### src/rtl/qpsk_frame_pkg.sv
// Shared definitions for the QPSK 40-bit frame format: sync bytes, field
// positions, collector state encoding and the nibble checksum.
package qpsk_frame_pkg;

  localparam int FRAME_W = 40;

  localparam logic [7:0] SYNC_DATA = 8'hA5;
  localparam logic [7:0] SYNC_IDLE = 8'h5A;

  localparam int SYNC_LSB = 32;
  localparam int SEQ_LSB  = 28;
  localparam int B0_LSB   = 20;
  localparam int B1_LSB   = 12;
  localparam int B2_LSB   = 4;
  localparam int CHK_LSB  = 0;

  // The COLLECT encodings double as the buffer slot of the next byte.
  typedef enum logic [1:0] {
    ST_COLLECT0 = 2'd0,
    ST_COLLECT1 = 2'd1,
    ST_COLLECT2 = 2'd2,
    ST_FULL     = 2'd3
  } collect_state_e;

  function automatic logic [3:0] frame_chk(input logic [3:0] seq,
                                           input logic [7:0] b0,
                                           input logic [7:0] b1,
                                           input logic [7:0] b2);
    return seq ^ b0[7:4] ^ b0[3:0] ^ b1[7:4] ^ b1[3:0] ^ b2[7:4] ^ b2[3:0];
  endfunction

  function automatic logic [FRAME_W-1:0] frame_pack(input logic       is_data,
                                                    input logic [3:0] seq,
                                                    input logic [7:0] b0,
                                                    input logic [7:0] b1,
                                                    input logic [7:0] b2);
    logic [FRAME_W-1:0] f;
    f = '0;
    f[SYNC_LSB +: 8] = is_data ? SYNC_DATA : SYNC_IDLE;
    f[SEQ_LSB  +: 4] = seq;
    f[B0_LSB   +: 8] = b0;
    f[B1_LSB   +: 8] = b1;
    f[B2_LSB   +: 8] = b2;
    f[CHK_LSB  +: 4] = frame_chk(seq, b0, b1, b2);
    return f;
  endfunction

endpackage

### src/rtl/qpsk_frame_timer.sv
// Free-running frame-period counter; flags the last cycle of each period.
module qpsk_frame_timer #(
  parameter int FRAME_CLKS = 400000,
  parameter int CNT_W      = 19
) (
  input  logic clk,
  input  logic rst_n,
  output logic boundary_o
);

  localparam logic [CNT_W-1:0] LAST = CNT_W'(FRAME_CLKS - 1);

  logic [CNT_W-1:0] cnt_q, cnt_d;

  always_comb begin
    cnt_d = (cnt_q == LAST) ? '0 : cnt_q + CNT_W'(1);
  end

  // NOTE: sequential state uses non-blocking assignments only.
  always_ff @(posedge clk) begin
    if (!rst_n) cnt_q <= '0;
    else        cnt_q <= cnt_d;
  end

  assign boundary_o = (cnt_q == LAST);

endmodule

### src/rtl/qpsk_frame_builder.sv
// Collects three payload bytes and presents a 40-bit data or idle frame to the
// modulator once per frame period.
module qpsk_frame_builder
  import qpsk_frame_pkg::*;
#(
  parameter int FRAME_CLKS = 400000,
  parameter int CNT_W      = 19
) (
  input  logic               clk,
  input  logic               rst_n,
  input  logic [7:0]         byte_i,
  input  logic               byte_valid_i,
  output logic               byte_ready_o,
  output logic [FRAME_W-1:0] para_o,
  output logic               frame_tick_o,
  output logic               frame_is_data_o,
  output logic [15:0]        idle_cnt_o
);

  logic boundary;

  qpsk_frame_timer #(
    .FRAME_CLKS(FRAME_CLKS),
    .CNT_W     (CNT_W)
  ) u_timer (
    .clk       (clk),
    .rst_n     (rst_n),
    .boundary_o(boundary)
  );

  collect_state_e     state_q, state_d;
  logic [7:0]         buf_q [3];
  logic [3:0]         seq_q, seq_d;
  logic [FRAME_W-1:0] para_q, para_d;
  logic               data_q, data_d;
  logic               tick_q;
  logic [15:0]        idle_q, idle_d;
  logic               accept;

  assign byte_ready_o = rst_n & (state_q != ST_FULL);
  assign accept       = byte_valid_i & byte_ready_o;

  // NOTE: every always_comb output gets a default first so no latch is inferred.
  always_comb begin
    state_d = state_q;
    seq_d   = seq_q;
    para_d  = para_q;
    data_d  = data_q;
    idle_d  = idle_q;

    if (boundary) begin
      if (state_q == ST_FULL) begin
        para_d  = frame_pack(1'b1, seq_q, buf_q[0], buf_q[1], buf_q[2]);
        data_d  = 1'b1;
        seq_d   = seq_q + 4'd1;
        state_d = ST_COLLECT0;
      end else begin
        para_d = frame_pack(1'b0, seq_q, 8'h00, 8'h00, 8'h00);
        data_d = 1'b0;
        if (idle_q != 16'hFFFF) idle_d = idle_q + 16'd1;
      end
    end

    // accept is never set in FULL, so it cannot clash with the data load.
    if (accept) begin
      case (state_q)
        ST_COLLECT0: state_d = ST_COLLECT1;
        ST_COLLECT1: state_d = ST_COLLECT2;
        ST_COLLECT2: state_d = ST_FULL;
        default:     state_d = state_q;
      endcase
    end
  end

  always_ff @(posedge clk) begin
    if (!rst_n) begin
      state_q <= ST_COLLECT0;
      seq_q   <= 4'd0;
      para_q  <= frame_pack(1'b0, 4'd0, 8'h00, 8'h00, 8'h00);
      data_q  <= 1'b0;
      tick_q  <= 1'b0;
      idle_q  <= 16'd0;
    end else begin
      state_q <= state_d;
      seq_q   <= seq_d;
      para_q  <= para_d;
      data_q  <= data_d;
      tick_q  <= boundary;
      idle_q  <= idle_d;
    end
  end

  // NOTE: the byte buffer carries no reset; the FSM state decides which slots hold valid bytes.
  always_ff @(posedge clk) begin
    if (accept) begin
      case (state_q)
        ST_COLLECT0: buf_q[0] <= byte_i;
        ST_COLLECT1: buf_q[1] <= byte_i;
        ST_COLLECT2: buf_q[2] <= byte_i;
        default:     ;
      endcase
    end
  end

  assign para_o          = para_q;
  assign frame_is_data_o = data_q;
  assign frame_tick_o    = tick_q;
  assign idle_cnt_o      = idle_q;

endmodule

### config.mk
export PLATFORM = sky130hd
export DESIGN_NAME = qpsk_frame_builder
export DESIGN_NICKNAME = d
export VERILOG_FILES = /design/src/rtl/qpsk_frame_pkg.sv /design/src/rtl/qpsk_frame_timer.sv /design/src/rtl/qpsk_frame_builder.sv
export SDC_FILE = /design/constraint.sdc
export NUM_CORES = 1
export LEC_CHECK = 0
export ABC_AREA = 1
export BUFFER_PORTS_ARGS = -buffer_cell sky130_fd_sc_hd__buf_2
export CORE_UTILIZATION = 52
export DETAILED_ROUTE_END_ITERATION = 10
export HOLD_SLACK_MARGIN = 0.1
export MAX_ROUTING_LAYER = met4
export PLACE_DENSITY = 0.77
export SLEW_MARGIN = 20
export SYNTH_ARGS = -nofsm -noshare
export SYNTH_HDL_FRONTEND = slang
export SYNTH_SLANG_ARGS = --single-unit
### constraint.sdc
create_clock -name clk -period 1.6 [get_ports clk]
set_input_delay 0.08 -clock clk [delete_from_list [all_inputs] [get_ports clk]]
set_output_delay 0.08 -clock clk [all_outputs]
set_load 0.005 [all_outputs]
==> results.tsv, run 1 <==
stage	metric	value	unit
run_status	outcome	complete, but fails checks	
run_status	violations	design-rule violations	
synth	ys.flop_type	dfxtp_1	
critical_path	crit_fanout	7	
critical_path	slowest_stage	dfxtp_2	
global_routing	antenna_found_initial	0	
synth	synth_compound_area_share	8.39	%
critical_path	crit_path_end_kind	register	
final_layout	insertedDiodeCount	0	
timing	holdWs	0.170	ns
power	vdd_ir_drop_max	0.546	mV
synth	synth-seq-cells	100	
final_layout	drive_gt1_share	28.3	%
global_routing	grt_pass1_vias	4304	
timing	drv_slew	0	
global_routing	overflow	0	
clocking	cts_max_path_buffers	2	
power	total_power	4.46	mW
critical_path	critPathTopFamily	simple AND/OR/NAND/NOR gates	
synth	yosysWarnings	0	
place	gp_congestion	0.898	
synth	synthXorXnorAreaFrac	4.94	%
routing	vias_per_cell	5.27	
clocking	clock_sinks	100	
die	initial_core_util	54.4	%
die	rows	34	
routing	vias	4351	
critical_path	cp-start-kind	register	
synth	syn-num-nets	616	
timing	worstMarginPinSlew	0.281	ns
routing	ant_nets	0	
place	hpwl	8400	µm
timing	fmax	628	MHz
synth	seq_area_frac_synth	46.8	%
die	die_area	9600	µm²
die	die_y	98.0	µm
clocking	cts_tree	done	
final_layout	post-route-cell-area	5930	µm²
die	core_area	8810	µm²
final_layout	final_cell_mix	nand2_1, nand3_1, buf_2	
global_routing	met3_usage	4.65	%
global_routing	grt_usage	26.0	%
place	dpl_cell_area	5490	µm²
synth	synth_edf_count	24	
timing	fin_crit	1.59	ns
routing	drt_wl_total	11600	µm
clocking	clock_latency	0.38	ns
die	ioPinCount	70	
power	leakagePower	2.60	nW
global_routing	grt_first_pass_wirelength	19400	µm
final_layout	final_common_cell	nand2_1	
critical_path	arrival	1.87	ns
worst_hold_path	hold_path_class	in -> reg	
synth	synth-simple-area-share	29.6	%
timing	fin_skew	0.0110	ns
global_routing	grtUsageMet1	30.5	%
clocking	cts-htree-levels	3	
clocking	path_clk_slew	0.11	ns
synth	avgSynthCellArea	8.02	µm²
synth	syn_area	4790	µm²
synth	synth_cell_type_count	37	
clocking	cts_buffers	9	
critical_path	crit_buf_inv	2	
synth	async_flop_share	0	%
routing	first_iter_violations	198	
synth	synth_mux_area_share	0	%
routing	first_pass_iters	10	
synth	syn_inst	597	
timing	fin_crit_sh	99.5	%
power	power.density	752	nW/µm²
critical_path	path_cells	ha_4, nand3_4, inv_2, nand2_2, nor2_4, nand2_4, buf_8, nor2_8, nand2_1, o21ai_1, nor2_1	
final_layout	fin_nets	732	
place	place_ws	-0.0804	ns
clocking	cts_root_buf	clkbuf_8	
timing	finalHoldViolCount	0	
job	maxCapViolCount	0	
timing	relSlewSlack	81.2	%
die	die_w	98.0	µm
routing	routedWlPerCell	14.0	µm
timing	rsz0062_at_grt	yes	
routing	drc_errors	3	
place	io_buffers	69	
timing	final_critical_path_setup_slack	0.00846	ns
synth	synth-adder-area-share	2.09	%
critical_path	cp_slowest_stage_delay	0.37	ns
final_layout	syn_to_final_growth	23.9	%
timing	setup_viol	0	
global_routing	grtUsageMet2	44.3	%
global_routing	grt_busiest_layer	met2	
global_routing	grt_max_degree	27	
critical_path	cp.required	1.88	ns
critical_path	critical_path_class	reg -> reg	
synth	synth_top_family_by_area	simple AND/OR/NAND/NOR gates	
-- cell families (layout without fill, tap and decap cells) --
logic type	count (synthesis)	after routing
simple gates	305	305
compound gates	70	70
xor+xnor	27	27
fa+ha+maj	8	8
buf+inv	87	208
flops	100	100
-- layer usage --
metal	up-vias	wire, µm	share of wire, %
met5	-	0	0
met2	114	5920	51
li1	2171	-	-
met4	0	193	1.7
met1	2049	4920	42
met3	17	576	5.0
-- sequential cells by signal, summed over array words and instances (netlist names) --
signal and flops:
frame_tick_o 1, idle_cnt_o 16, state_q 2, u_timer.cnt_q 19, seq_q 4, para_o 34, buf_q 24
-- worst paths after layout --
kind,start,endpoint,slack [ns],depth (start not counted)
setup / recovery,u_timer.cnt_q[0]$_SDFF_PP0_,seq_q[2]$_SDFFE_PN0P_,0.008,11
hold / removal,byte_valid_i,state_q[1]$_SDFFE_PN0P_,0.17,5
hold reg to reg,para_o[29]$_SDFFE_PN0P_,para_o[29]$_SDFFE_PN0P_,0.48,2
setup reg to reg,u_timer.cnt_q[0]$_SDFF_PP0_,seq_q[2]$_SDFFE_PN0P_,0.008,11
-- where the power goes --
| group | switching, mW | internal [mW] | leakage (nW) |
|---|---|---|---|
| registers | 0.0196 | 2.61 | 0.836 |
| clock network | 1.00 | 0.619 | 0.0983 |
| logic | 0.125 | 0.0858 | 1.66 |
| total | 1.15 | 3.31 | 2.60 |
-- tightest hold or removal path, stage by stage --
cell,delay (ns)
buf_2,0.10
nand2_1,0.14
a31oi_2,0.08
nand2_1,0.06
a21oi_1,0.05
-- cells in the mapped netlist, types with 4 or more instances --
| cell | count | area share, % |
|---|---|---|
| a21oi_1 | 33 | 3.4 |
| buf_4 | 8 | 1.3 |
| buf_6 | 4 | 0.94 |
| clkbuf_1 | 4 | 0.31 |
| dfxtp_1 | 76 | 32 |
| edfxtp_1 | 24 | 15 |
| ha_1 | 8 | 2.1 |
| inv_1 | 59 | 4.6 |
| inv_2 | 5 | 0.39 |
| nand2_1 | 143 | 11 |
| nand2_2 | 5 | 0.65 |
| nand3_1 | 72 | 7.5 |
| nand3_2 | 4 | 0.84 |
| nand4_1 | 9 | 1.2 |
| nor2_1 | 41 | 3.2 |
| nor2_2 | 4 | 0.52 |
| nor2_4 | 5 | 1.2 |
| nor3_1 | 12 | 1.3 |
| o21ai_0 | 17 | 1.8 |
| o21ai_1 | 4 | 0.42 |
| o21ai_2 | 10 | 1.8 |
| xnor2_1 | 12 | 2.2 |
| xor2_1 | 15 | 2.7 |
-- metrics by stage --
stage | TNS [ns] | utilization [%] | instances
finish | 0 | 67.4 | 826
global route | -1.43 | 67.4 | 826
CTS | 0 | 66.1 | 823
detailed placement | -1.85 | 62.3 | 799
global placement | -0.154 | 62.3 | 799
floorplan | -1.46 | - | 597
-- what timing repair did --
action                                 CTS  global route
endpoints found under the hold margin   24             0
setup buffers                            0             3
resized for setup                       13            36
hold buffers                             8             0
pin swaps                                0             3
setup endpoints to repair               42            57
-- area by class of cell --
class	count	area, µm²
flip-flops and latches	100	2260
fillers	720	2870
clock inverters	7	77.6
multi-input cells	410	2270
repair buffers	127	828
well taps	108	135
inverters	65	246
clock buffers	9	124
Note: power is estimated with default switching activity, not from simulation.
==> inputs of run 2 (changes only) <==
--- a/config.mk
+++ b/config.mk
@@ -7,11 +7,13 @@
 export LEC_CHECK = 0
 export ABC_AREA = 1
 export BUFFER_PORTS_ARGS = -buffer_cell sky130_fd_sc_hd__buf_2
-export CORE_UTILIZATION = 52
+export CELL_PAD_IN_SITES_DETAIL_PLACEMENT = 0
+export CELL_PAD_IN_SITES_GLOBAL_PLACEMENT = 2
+export CORE_UTILIZATION = 30
 export DETAILED_ROUTE_END_ITERATION = 10
 export HOLD_SLACK_MARGIN = 0.1
 export MAX_ROUTING_LAYER = met4
-export PLACE_DENSITY = 0.77
+export PLACE_DENSITY = 0.75
 export SLEW_MARGIN = 20
 export SYNTH_ARGS = -nofsm -noshare
 export SYNTH_HDL_FRONTEND = slang
==> run 2 against run 1 <==
  * The flow now finishes without violations
  * Sequential power barely moved
  * Register-to-register slack barely moved
  * Combinational power rose by 2%
  * Hold slack improved by 0.077 ns
  * Maximum frequency rose by 0.10%
  * Final cell count rose by 13%
  * Critical path depth did not move
  * Clock skew rose by 0.00069 ns
  * Design area rose by 5.0%
  * Die area rose by 72%
  * Core utilization fell by 27 points
  * Sequential cell count did not move
  * Critical path type unchanged
  * Largest power group unchanged
==> results.tsv, run 2 (synthesized netlist as in run 1, its figures left out) <==
stage	metric	value	unit	change
clocking	clock_latency	0.35	ns	-0.03 ns
timing	setup_viol	0		unchanged
global_routing	overflow	0		unchanged
clocking	cts_root_buf	clkbuf_16		
final_layout	final_core_util	40.5	%	-27 points
timing	rsz0062_at_grt	yes		
place	dpl_cell_area	5670	µm²	+3.2%
timing	fin_skew	0.0117	ns	+0.000687 ns
global_routing	grt_usage	16.0	%	-10 points
critical_path	critical_path_class	reg -> reg		
place	io_buffers	69		unchanged
routing	first_pass_iters	4		-6
timing	relSlewSlack	66.8	%	-14 points
routing	vias_per_cell	4.55		-14%
place	hpwl	8850	µm	+5.3%
timing	fin_crit	1.59	ns	-0.00161 ns
job	maxCapViolCount	0		unchanged
power	total_power	5.05	mW	+13%
timing	drv_slew	0		unchanged
power	power.density	810	nW/µm²	+7.7%
critical_path	crit_buf_inv	2		unchanged
die	initial_core_util	31.2	%	-23 points
power	leakagePower	2.70	nW	+4.0%
routing	top_layer_used	met4		
worst_hold_path	hold_path_class	in -> reg		
final_layout	largest_reg_flops	34		unchanged
global_routing	grt_pass1_vias	3941		-8.4%
die	die_y	128	µm	+31%
timing	fmax	629	MHz	+0.10%
routing	first_iter_violations	222		+12%
timing	finalHoldViolCount	0		unchanged
routing	vias	4261		-2.1%
die	core_area	15400	µm²	+75%
critical_path	cp_slowest_stage_delay	0.36	ns	about the same
run_status	outcome	finished clean		
place	gp_congestion	0.820		-8.7%
clocking	cts-htree-levels	3		unchanged
critical_path	slowest_stage	dfxtp_2		
critical_path	path_cells	ha_4, nand3_4, inv_2, nand2_4, nor2_4, nand2_4, buf_12, nor2_8, nand2_1, o21ai_1, nor2_1		
critical_path	crit_fanout	4		-3
power	vdd_ir_drop_max	0.591	mV	+8.2%
routing	met2_length	6100	µm	+3.1%
timing	finalSetupTns	0	ns	unchanged
routing	wl_met1	5560	µm	+13%
critical_path	critPathTopFamily	simple AND/OR/NAND/NOR gates		
routing	drc_errors	0		-3
timing	worstMarginPinSlew	0.498	ns	+0.218 ns
final_layout	insertedDiodeCount	0		unchanged
die	die_area	16500	µm²	+72%
final_layout	fin_nets	739		+0.96%
critical_path	cpMostUsedCell	nand2_4		
critical_path	cp-start-kind	register		
die	rows	45		+32%
routing	drt_wl_total	12200	µm	+5.4%
critical_path	arrival	1.84	ns	-0.03 ns
routing	wl_met3	395	µm	-31%
die	ioPinCount	70		unchanged
final_layout	syn_to_final_growth	30.2	%	
clocking	cts_max_path_buffers	2		unchanged
clocking	path_clk_slew	0.08	ns	-0.03 ns
final_layout	post-route-cell-area	6230	µm²	+5.0%
die	die_w	128	µm	+31%
clocking	cts_tree	done		
routing	routedWlPerCell	13.1	µm	-7.0%
global_routing	grt_first_pass_wirelength	19800	µm	+2.3%
global_routing	antenna_found_initial	0		unchanged
clocking	clock_sinks	100		unchanged
critical_path	crit_path_end_kind	register		
final_layout	final_common_cell	nand2_1		
routing	ant_nets	0		unchanged
final_layout	drive_gt1_share	28.4	%	+0.14 points
critical_path	cp.required	1.85	ns	-0.03 ns
final_layout	final_cell_mix	nand2_1, nand3_1, dfxtp_1		
timing	fin_crit_sh	99.4	%	-0.10 points
global_routing	grt_max_degree	40		+48%
clocking	cts_buffers	9		unchanged
## run 2: cell types whose count changed in the layout (fill, tap and decap cells not counted), moves of 3 or more
| cell | previous run | this run |
|---|---|---|
| clkbuf_16 | 0 | 9 |
| clkbuf_8 | 9 | 1 |
| buf_4 | 46 | 52 |
| dfxtp_1 | 66 | 70 |
| dfxtp_2 | 9 | 6 |
## run 2: worst paths after layout
check                              start                 endpoint  slack (ns)  depth (start not counted)
max reg2reg  u_timer.cnt_q[1]$_SDFF_PP0_    seq_q[2]$_SDFFE_PN0P_        0.01                         11
min reg2reg      para_o[27]$_SDFFE_PN0P_  para_o[27]$_SDFFE_PN0P_        0.47                          2
min                         byte_valid_i  state_q[0]$_SDFFE_PN0P_        0.25                          5
max          u_timer.cnt_q[1]$_SDFF_PP0_    seq_q[2]$_SDFFE_PN0P_        0.01                         11
## run 2: routing by layer
layer  global-route usage (%)  vias up
li1                         -     2189
met1                     18.8     1991
met2                     27.0       66
met3                     3.53       15
met4                     5.19        0
met5                        -        -
## run 2: what timing repair did
action | 4_1_cts | 5_1_grt
buffers inserted | 4 | 3
resized for setup | 18 | 25
setup endpoints to repair | 57 | 58
endpoints found under the hold margin | 24 | 0
pin swaps | 6 | 5
hold buffers | 8 | 0
## run 2: power breakdown
group / leakage, nW / internal (mW) / switching (mW)
clock: 0.144 / 1.13 / 1.07
combinational: 1.72 / 0.0898 / 0.126
sequential: 0.834 / 2.61 / 0.0185
## run 2: area by class of cell
cell class	count	area [µm²]
Multi-Input combinational cell	410	2270
Timing Repair Buffer	134	902
Tap cell	211	264
Clock inverter	6	57.6
Sequential cell	100	2250
Inverter	65	246
Clock buffer	10	239
Fill cell	1555	9140
## run 2: through the flow
step,worst slack (ns),hold slack [ns],cells
after floorplan,-0.0610,0.179,597
after global placement,-0.0439,0.287,905
after detailed placement,-0.0935,0.291,905
after CTS,0.00728,0.227,933
after global routing,-0.0763,0.252,936
final,0.0101,0.247,936
## run 2: tightest hold or removal path: stages
cell	delay, ns
buf_2	0.10
nand2_1	0.14
a31oi_1	0.10
nand2_1	0.07
a21oi_1	0.06
==> inputs of run 3 (changes only) <==
--- a/config.mk
+++ b/config.mk
@@ -14,6 +14,7 @@
 export HOLD_SLACK_MARGIN = 0.1
 export MAX_ROUTING_LAYER = met4
 export PLACE_DENSITY = 0.75
+export SETUP_SLACK_MARGIN = 0.3
 export SLEW_MARGIN = 20
 export SYNTH_ARGS = -nofsm -noshare
 export SYNTH_HDL_FRONTEND = slang
==> run 3 against run 2 <==
  * Design area rose by 11%
  * Global-route usage up 0.73 points
  * Register-to-register slack about the same
  * Sequential cell count did not move
  * Core utilization is 4.3 points higher
  * Critical endpoint is now idle_cnt_o[13]$_SDFFE_PN0P_
==> results.tsv, run 3 (synthesized netlist as in run 1, its figures left out) <==
stage	metric	value	unit	change
run_status	outcome	finished clean		
global_routing	grt_pass1_vias	4167		+5.7%
place	dpl_cell_area	5780	µm²	+2.0%
routing	first_pass_iters	4		unchanged
global_routing	grtUsageMet2	27.1	%	+0.16 points
power	vdd_ir_drop_max	0.542	mV	-8.3%
global_routing	grt_first_pass_wirelength	20600	µm	+3.9%
critical_path	path_cells	ha_4, nand3_4, nor3_4, nand3_2, nor2_4, buf_12, buf_8, nand3_1, a21oi_1		
critical_path	crit_path_end_kind	register		
critical_path	crit_fanout	5		+1
final_layout	nFillCells	1507		-3.1%
timing	fmax	630	MHz	+0.24%
power	power_switching	1.26	mW	+4.1%
critical_path	critical_path_class	reg -> reg		
routing	drt_wl_total	13000	µm	+6.5%
timing	fin_crit_sh	99.1	%	-0.24 points
global_routing	grtUsageMet1	20.8	%	+2.0 points
power	power_frac_clock	44.8	%	+1.2 points
final_layout	fin_nets	760		+2.8%
place	hpwl	9000	µm	+1.6%
critical_path	arrival	1.87	ns	+0.03 ns
job	maxCapViolCount	0		unchanged
power	leakagePower	2.96	nW	+9.8%
timing	finalSetupTns	0	ns	unchanged
final_layout	final_cell_mix	nand2_1, buf_2, nand3_1, dfxtp_1, inv_1		
timing	setup_viol	0		unchanged
power	seqPwrFrac	50.1	%	-2.0 points
place	gp_congestion	0.797		-2.7%
timing	worstMarginPinSlew	0.543	ns	+0.0449 ns
critical_path	cp-start-kind	register		
power	p_int	3.98	mW	+3.8%
place	io_buffers	69		unchanged
global_routing	grt_busiest_layer	met2		
power	switching_share	24.1	%	+0.058 points
die	core_area	15400	µm²	unchanged
routing	ant_nets	0		unchanged
worst_hold_path	whs_path_depth	5		unchanged
power	power.density	761	nW/µm²	-6.0%
timing	drv_slew	0		unchanged
final_layout	post-route-cell-area	6890	µm²	+11%
die	ioPinCount	70		unchanged
final_layout	final_common_cell	nand2_1		
timing	holdWs	0.169	ns	-0.0787 ns
clocking	clock_sinks	100		unchanged
final_layout	syn_to_final_growth	43.8	%	
worst_hold_path	hold_path_class	in -> reg		
critical_path	ff2ff_path_depth	9		-2
critical_path	r2r_start	u_timer.cnt_q[1]$_SDFF_PP0_		
final_layout	largest_reg_flops	34		unchanged
power	p_comb_share	5.1	%	+0.8 points
global_routing	grt_usage	16.7	%	+0.73 points
clocking	cts_tree	done		
clocking	cts-htree-levels	3		unchanged
global_routing	met3_usage	3.33	%	-0.21 points
clocking	cts_buffers	9		unchanged
routing	drc_errors	0		unchanged
worst_hold_path	min_to	state_q[0]$_SDFFE_PN0P_		
die	die_w	128	µm	unchanged
timing	fin_crit	1.59	ns	-0.00376 ns
critical_path	slowest_stage	dfxtp_4		
final_layout	insertedDiodeCount	0		unchanged
timing	relSlewSlack	63.8	%	-3.0 points
global_routing	antenna_found_initial	0		unchanged
final_layout	drive_gt1_share	38.3	%	+9.9 points
die	rows	45		unchanged
critical_path	r2r_end	idle_cnt_o[13]$_SDFFE_PN0P_		
critical_path	cp_slowest_stage_delay	0.36	ns	about the same
die	die_area	16500	µm²	unchanged
critical_path	rrSetupSlack	0.01	ns	about the same
timing	fin_skew	0.0107	ns	-0.00104 ns
routing	vias_per_cell	4.58		+0.54%
die	die_y	128	µm	unchanged
clocking	path_clk_slew	0.07	ns	about the same
worst_hold_path	min_from	byte_valid_i		
die	initial_core_util	31.2	%	unchanged
critical_path	cp.required	1.89	ns	+0.04 ns
clocking	cts_max_path_buffers	2		unchanged
routing	routedWlPerCell	13.6	µm	+4.2%
global_routing	overflow	0		unchanged
routing	vias	4380		+2.8%
timing	rsz0062_at_grt	yes		
global_routing	grt_max_degree	41		+2.5%
routing	first_iter_violations	200		-9.9%
clocking	cts_root_buf	clkbuf_16		
clocking	clock_latency	0.36	ns	about the same
timing	finalHoldViolCount	0		unchanged
## run 3: cell types whose count changed in the layout (fill, tap and decap cells not counted), moves of 7 or more
cell and change:
a21oi_1 -9, o21ai_0 -10, buf_6 +11, nand3_2 +7, nor2_4 +10, nand3_1 -10
nand2_2 +7, dfxtp_1 -8, a21oi_2 +9, nor2_1 -10, nand2_1 -12
## run 3: through the flow
step / cells / setup slack [ns] / util (%) / total power, mW
after global routing: 957 / -0.0873 / 44.8 / 5.43
after global placement: 905 / -0.0419 / 37.6 / 2.88
after detailed placement: 905 / -0.0353 / 37.6 / 2.88
final: 957 / 0.0138 / 44.8 / 5.24
after floorplan: 597 / 0.151 / - / 2.81
after CTS: 947 / 0.00538 / 42.7 / 5.28
## run 3: power groups by stage
stage | clock network, mW | registers (mW) | logic, mW
after floorplan | 0 | 2.68 | 0.129
after global placement | 0 | 2.69 | 0.189
after detailed placement | 0 | 2.69 | 0.193
after CTS | 2.41 | 2.63 | 0.244
after global routing | 2.51 | 2.63 | 0.294
final | 2.35 | 2.63 | 0.265
## run 3: critical path: cells and delay by family, from the launching register on
family	cells	cell delay, ns
buffers and inverters	2	0.24
DFF	1	0.36
AOI/OAI and AO/OA	1	0.14
adders and majority gates	1	0.14
and+or+nand+nor	5	0.61
## run 3: worst max path at each step
stage,from,endpoint,slack [ns],depth (start not counted)
2_1_floorplan,u_timer.cnt_q[1]$_SDFF_PP0_,idle_cnt_o[10]$_SDFFE_PN0P_,0.15,9
3_3_place_gp,u_timer.cnt_q[9]$_SDFF_PP0_,idle_cnt_o[11]$_SDFFE_PN0P_,-0.04,9
3_5_place_dp,u_timer.cnt_q[17]$_SDFF_PP0_,idle_cnt_o[10]$_SDFFE_PN0P_,-0.04,8
4_1_cts,u_timer.cnt_q[1]$_SDFF_PP0_,seq_q[2]$_SDFFE_PN0P_,0.005,11
5_1_grt,u_timer.cnt_q[0]$_SDFF_PP0_,seq_q[2]$_SDFFE_PN0P_,-0.09,11
6_report,u_timer.cnt_q[1]$_SDFF_PP0_,idle_cnt_o[13]$_SDFFE_PN0P_,0.01,9
## run 3: metal layers
metal | part of all wire (%) | wire length, µm | vias up
met3 | 3.7 | 487 | 12
met1 | 47 | 6120 | 2041
met2 | 48 | 6260 | 80
met5 | 0 | 0 | -
li1 | - | - | 2247
met4 | 1.2 | 160 | 0
## run 3: cell type report
cell class                 instances  area (µm²)  share of cell area [%]
multi-input combinational        412        2600                    37.8
sequential                       100        2270                    33.0
timing repair buffer             151        1140                    16.5
inverter                          65         272                    3.94
tap                              211         264                    3.83
clock buffer                       9         225                    3.27
clock inverter                     7        92.6                    1.34
timing repair inverter             2        22.5                   0.327
## run 3: repair_timing
action,in CTS,in global routing
pin swaps,14,22
resized for setup,60,78
gates cloned,3,2
setup endpoints to repair,100,99
hold buffers,8,0
setup buffers,15,8
hold endpoints to repair,24,0
